==> config.mk <==
export PLATFORM = sky130hd
export DESIGN_NAME = count_window_sequencer
export DESIGN_NICKNAME = d
export VERILOG_FILES = /design/src/rtl/count_window_sequencer.sv
export SDC_FILE = /design/constraint.sdc
export NUM_CORES = 1
export LEC_CHECK = 0
export BUFFER_PORTS_ARGS = -buffer_cell sky130_fd_sc_hd__buf_2
export CORE_ASPECT_RATIO = 0.6
export CORE_UTILIZATION = 50
export DETAILED_ROUTE_END_ITERATION = 16
export PLACE_DENSITY = 0.71
export SLEW_MARGIN = 20
export SYNTH_ARGS = -nofsm -noshare
export SYNTH_HDL_FRONTEND = slang
export SYNTH_SLANG_ARGS = --single-unit
==> constraint.sdc <==
create_clock -name clk -period 5.2 [get_ports clk]
set_input_delay 1.3 -clock clk [delete_from_list [all_inputs] [get_ports clk]]
set_output_delay 1.3 -clock clk [all_outputs]
set_load 0.01 [all_outputs]
==> src/rtl/count_window_sequencer.sv <==
// rtl/count_window_sequencer.sv - timed photon-click counting bin sequencer
//
// Purpose: runs num_bins repetitions of GATE (laser_gate high, clicks counted),
// HOLD (result offered on a valid/ready handshake) and DEAD (idle spacing).
// Ports:
//   clk, reset                 clock, asynchronous active-high reset
//   click                      raw detector pulse, asynchronous to clk
//   start, abort               run control
//   win_len, dead_len,
//   num_bins                   run configuration, latched on start
//   laser_gate, busy, done     status
//   bin_valid/bin_ready,
//   bin_count/bin_idx/bin_sat  per-bin result handshake
module count_window_sequencer #(
  parameter int CNT_W = 16,
  parameter int WIN_W = 24,
  parameter int BIN_W = 8
) (
  input  logic             clk,
  input  logic             reset,
  input  logic             click,
  input  logic             start,
  input  logic             abort,
  input  logic [WIN_W-1:0] win_len,
  input  logic [WIN_W-1:0] dead_len,
  input  logic [BIN_W-1:0] num_bins,
  output logic             laser_gate,
  output logic             busy,
  output logic             bin_valid,
  input  logic             bin_ready,
  output logic [CNT_W-1:0] bin_count,
  output logic [BIN_W-1:0] bin_idx,
  output logic             bin_sat,
  output logic             done
);

  localparam logic [1:0] S_IDLE = 2'd0;
  localparam logic [1:0] S_GATE = 2'd1;
  localparam logic [1:0] S_HOLD = 2'd2;
  localparam logic [1:0] S_DEAD = 2'd3;

  localparam logic [CNT_W-1:0] CNT_MAX = '1;
  localparam logic [WIN_W-1:0] ONE_CYC = WIN_W'(1);

  logic [1:0]       state_q, state_d;
  logic [2:0]       sync_q, sync_d;
  logic [WIN_W-1:0] win_q, win_d;
  logic [WIN_W-1:0] dead_q, dead_d;
  logic [WIN_W-1:0] timer_q, timer_d;
  logic [BIN_W-1:0] nbins_q, nbins_d;
  logic [BIN_W-1:0] idx_q, idx_d;
  logic [CNT_W-1:0] count_q, count_d;
  logic             sat_q, sat_d;
  logic             done_q, done_d;
  logic             click_pulse;

  // sync_q[1:0] is the two-stage synchronizer; sync_q[2] only serves the edge detect.
  assign sync_d      = {sync_q[1:0], click};
  assign click_pulse = sync_q[1] & ~sync_q[2];

  always_ff @(posedge clk or posedge reset) begin
    if (reset) begin
      state_q <= S_IDLE;
      sync_q  <= '0;
      win_q   <= '0;
      dead_q  <= '0;
      timer_q <= '0;
      nbins_q <= '0;
      idx_q   <= '0;
      count_q <= '0;
      sat_q   <= 1'b0;
      done_q  <= 1'b0;
    end else begin
      state_q <= state_d;
      sync_q  <= sync_d;
      win_q   <= win_d;
      dead_q  <= dead_d;
      timer_q <= timer_d;
      nbins_q <= nbins_d;
      idx_q   <= idx_d;
      count_q <= count_d;
      sat_q   <= sat_d;
      done_q  <= done_d;
    end
  end

  always_comb begin
    state_d = state_q;
    win_d   = win_q;
    dead_d  = dead_q;
    timer_d = timer_q;
    nbins_d = nbins_q;
    idx_d   = idx_q;
    count_d = count_q;
    sat_d   = sat_q;
    done_d  = 1'b0;

    if (abort && (state_q != S_IDLE)) begin
      // Abort discards the partial bin and outranks a same-cycle handshake.
      state_d = S_IDLE;
      timer_d = '0;
      idx_d   = '0;
      count_d = '0;
      sat_d   = 1'b0;
    end else begin
      case (state_q)
        S_IDLE: begin
          if (start && !abort && (num_bins != '0)) begin
            state_d = S_GATE;
            // A zero window still gives one gate cycle; store the effective length.
            win_d   = (win_len == '0) ? ONE_CYC : win_len;
            timer_d = (win_len == '0) ? ONE_CYC : win_len;
            dead_d  = dead_len;
            nbins_d = num_bins;
            idx_d   = '0;
            count_d = '0;
            sat_d   = 1'b0;
          end
        end
        S_GATE: begin
          if (click_pulse) begin
            if (count_q == CNT_MAX) sat_d = 1'b1;
            else count_d = count_q + 1'b1;
          end
          if (timer_q == ONE_CYC) state_d = S_HOLD;
          else timer_d = timer_q - 1'b1;
        end
        S_HOLD: begin
          if (bin_ready) begin
            count_d = '0;
            sat_d   = 1'b0;
            if (idx_q == nbins_q - 1'b1) begin
              state_d = S_IDLE;
              done_d  = 1'b1;
              idx_d   = '0;
            end else begin
              idx_d = idx_q + 1'b1;
              if (dead_q == '0) begin
                state_d = S_GATE;
                timer_d = win_q;
              end else begin
                state_d = S_DEAD;
                timer_d = dead_q;
              end
            end
          end
        end
        S_DEAD: begin
          if (timer_q == ONE_CYC) begin
            state_d = S_GATE;
            timer_d = win_q;
          end else begin
            timer_d = timer_q - 1'b1;
          end
        end
        default: state_d = S_IDLE;
      endcase
    end
  end

  assign laser_gate = (state_q == S_GATE);
  assign busy       = (state_q != S_IDLE);
  assign bin_valid  = (state_q == S_HOLD);
  assign bin_count  = count_q;
  assign bin_idx    = idx_q;
  assign bin_sat    = sat_q;
  assign done       = done_q;

endmodule
==> results.json <==
{
  "status": "complete, no violations",
  "fillers": 1082,
  "min_period_over_period": 0.706,
  "yosys_warnings": 0,
  "fmax_mhz": 272,
  "num_vias": 6273,
  "synth-main-ff-cell": "dfrtp_1",
  "core-area_um2": 12200,
  "post_cts_resized": 0,
  "powerDensity_nw_per_um2": 577,
  "syn_area_per_cell_um2": 8.47,
  "route.detailed.drc": 0,
  "gp_congestion": 1.01,
  "cts.path.max_buffers": 2,
  "setup_violations": 0,
  "ant_nets": 0,
  "clk_root_buffer_cell": "clkbuf_16",
  "viasPerCell": 6.31,
  "boundaryPins": 91,
  "cts_buffers": 9,
  "layout_commonest_cell": "nand2_1",
  "final_cell_mix": "189 x nand2_1, 111 x dfrtp_1, 90 x buf_2",
  "clk_pin_slew_worst_paths_ns": 0.08,
  "diodes": 0,
  "clock_sinks": 111,
  "syn_inst": 750,
  "post_cts_buffers": 0,
  "drive_gt1_frac": 0.168,
  "critPathCaptureType": "register",
  "port_buffers": 90,
  "cp_data_required_time_ns": 5.41,
  "worstPathArrival_ns": 3.88,
  "grt-ovfl-total": 0,
  "cpPeakStageDelay_ns": 0.84,
  "maxCapViolations": 0,
  "ir_drop_mv": 0.258,
  "wirelength_um": 19400,
  "path_class": "register to register",
  "die_h_um": 89.3,
  "slowest_stage": "a21oi_1",
  "ys_ff_latch": 111,
  "p_leak_uw": 0.00332,
  "crit_path_frequent_cell": "nand3_1",
  "grt_usage": 0.307,
  "fin_skew_ns": 0.00999,
  "first_pass_iters": 7,
  "start_util": 0.520,
  "cts_hold_buf": 0,
  "min_period_ns": 3.67,
  "grt_setup_unrepaired": "no",
  "h-tree-depth": 3,
  "reg2reg_slack_ns": 1.53,
  "dieArea_um2": 13200,
  "finalSetupTns_ns": 0,
  "path_cells": "inv_1 > ha_1 > nor3b_1 > xnor2_1 > nand3_1 > a2111oi_4 > nand3_1 > a21oi_1 > o22ai_1",
  "seq_area_frac_synth": 0.437,
  "grt_pass1_vias": 5807,
  "die_x_um": 148,
  "hp-class": "register to register",
  "power_uw": 4200,
  "syn_nets": 821,
  "relSlewSlack": 0.365,
  "drv_slew": 0,
  "dp_hpwl_um": 13800,
  "routedWlPerCell_um": 19.5,
  "rows": 31,
  "drt_iter0_drc": 774,
  "netlist_area_um2": 6350,
  "critPathLaunchType": "register",
  "hold_viol": 0,
  "async_flop_share": 1.00,
  "synth_edf_count": 0,
  "grt_start_max_net_pins": 84,
  "grt_first_pass_wirelength_um": 31100,
  "final_nets": 895,
  "clock_latency_ns": 0.36,
  "area.growth.synth_to_final_pct": 14.6,
  "cts_tree": "yes",
  "ys_types": 64,
  "worstMarginPinSlew_ns": 0.949,
  "path_max_fanout": 14,
  "antenna_found_initial": 0
}
-- metrics by stage --
stage                     worst slack, ns  instances  hold WS [ns]  cell area [um^2]  utilization
after floorplan                     0.969        750         0.331              6350            -
after global placement               1.62        978         0.336              6940        0.568
after detailed placement             1.47        978         0.350              6940        0.568
after CTS                            1.67        994         0.369              7270        0.595
after global routing                 1.31        994         0.396              7280        0.596
final                                1.53        994         0.368              7280        0.596
-- cells by family (layout without fill, tap and decap cells) --
family / after synthesis / count (layout) / synth area share
simple gates: 367 / 367 / 0.263
fa+ha+maj: 9 / 9 / 0.0177
buf+inv: 57 / 136 / 0.0368
compound gates: 168 / 168 / 0.188
mux: 15 / 15 / 0.0260
flops: 111 / 111 / 0.437
xor+xnor: 23 / 23 / 0.0317
-- area by class of cell --
cell class              count  area, um^2  area share
inverters                  20        80.1      0.0110
clock inverters             7         111      0.0153
clock buffers               9         225      0.0309
multi-input cells         582        3350       0.461
flip-flops and latches    111        2780       0.382
well taps                 165         206      0.0284
repair buffers            100         526      0.0722
-- critical path, delay by kind of cell (launching register included) --
family / cells / cell delay, ns
AND/OR/NAND/NOR: 3 / 1.03
flip-flops: 1 / 0.44
adder cells (fa/ha/maj): 1 / 0.28
XOR/XNOR: 1 / 0.15
buffers and inverters: 1 / 0.08
AO/OA/AOI/OAI: 3 / 1.53
-- synthesized netlist by cell type (14+ instances only) --
master    instances  area, um^2
nor3_1           29         145
nor4_1           20         125
nand2_1         189         709
o21ai_0          31         155
a32o_1           14         140
nor2_1           43         161
clkbuf_1         32         120
nand3_1          33         165
dfrtp_1         111        2780
xnor2_1          14         123
a21oi_1          39         195
inv_1            19        71.3
-- final timing paths --
kind / depth (start not counted) / startpoint / end
worst max-delay path: 9 / nbins_q[0] / timer_q[4]
worst min-delay path: 0 / sync_q[0] / sync_q[1]
worst max register to register: 9 / nbins_q[0] / timer_q[4]
worst min register to register: 0 / sync_q[0] / sync_q[1]
max in group asynchronous: 3 / reset / timer_q[20]
min in group asynchronous: 2 / reset / bin_count[1]
-- where the power goes --
group / switching (uW) / total [uW] / internal, uW
sequential: 328 / 1500 / 1170
combinational: 1220 / 1910 / 693
clock: 356 / 792 / 436
total: 1900 / 4200 / 2300
-- sequential cells by signal (all words and copies together), names as in the netlist --
register   flops
timer_q       24
bin_sat        1
done           1
dead_q        24
state_q        2
nbins_q        8
bin_count     16
win_q         24
sync_q         3
bin_idx        8
-- layer usage --
metal,vias to the layer above,wire [um],GRT usage
li1,2851,-,-
met1,3053,8960,0.459
met2,340,8240,0.450
met3,29,1970,0.0628
met4,0,254,0.0825
met5,-,0,0
No activity file was read; power rests on OpenSTA's default activity.
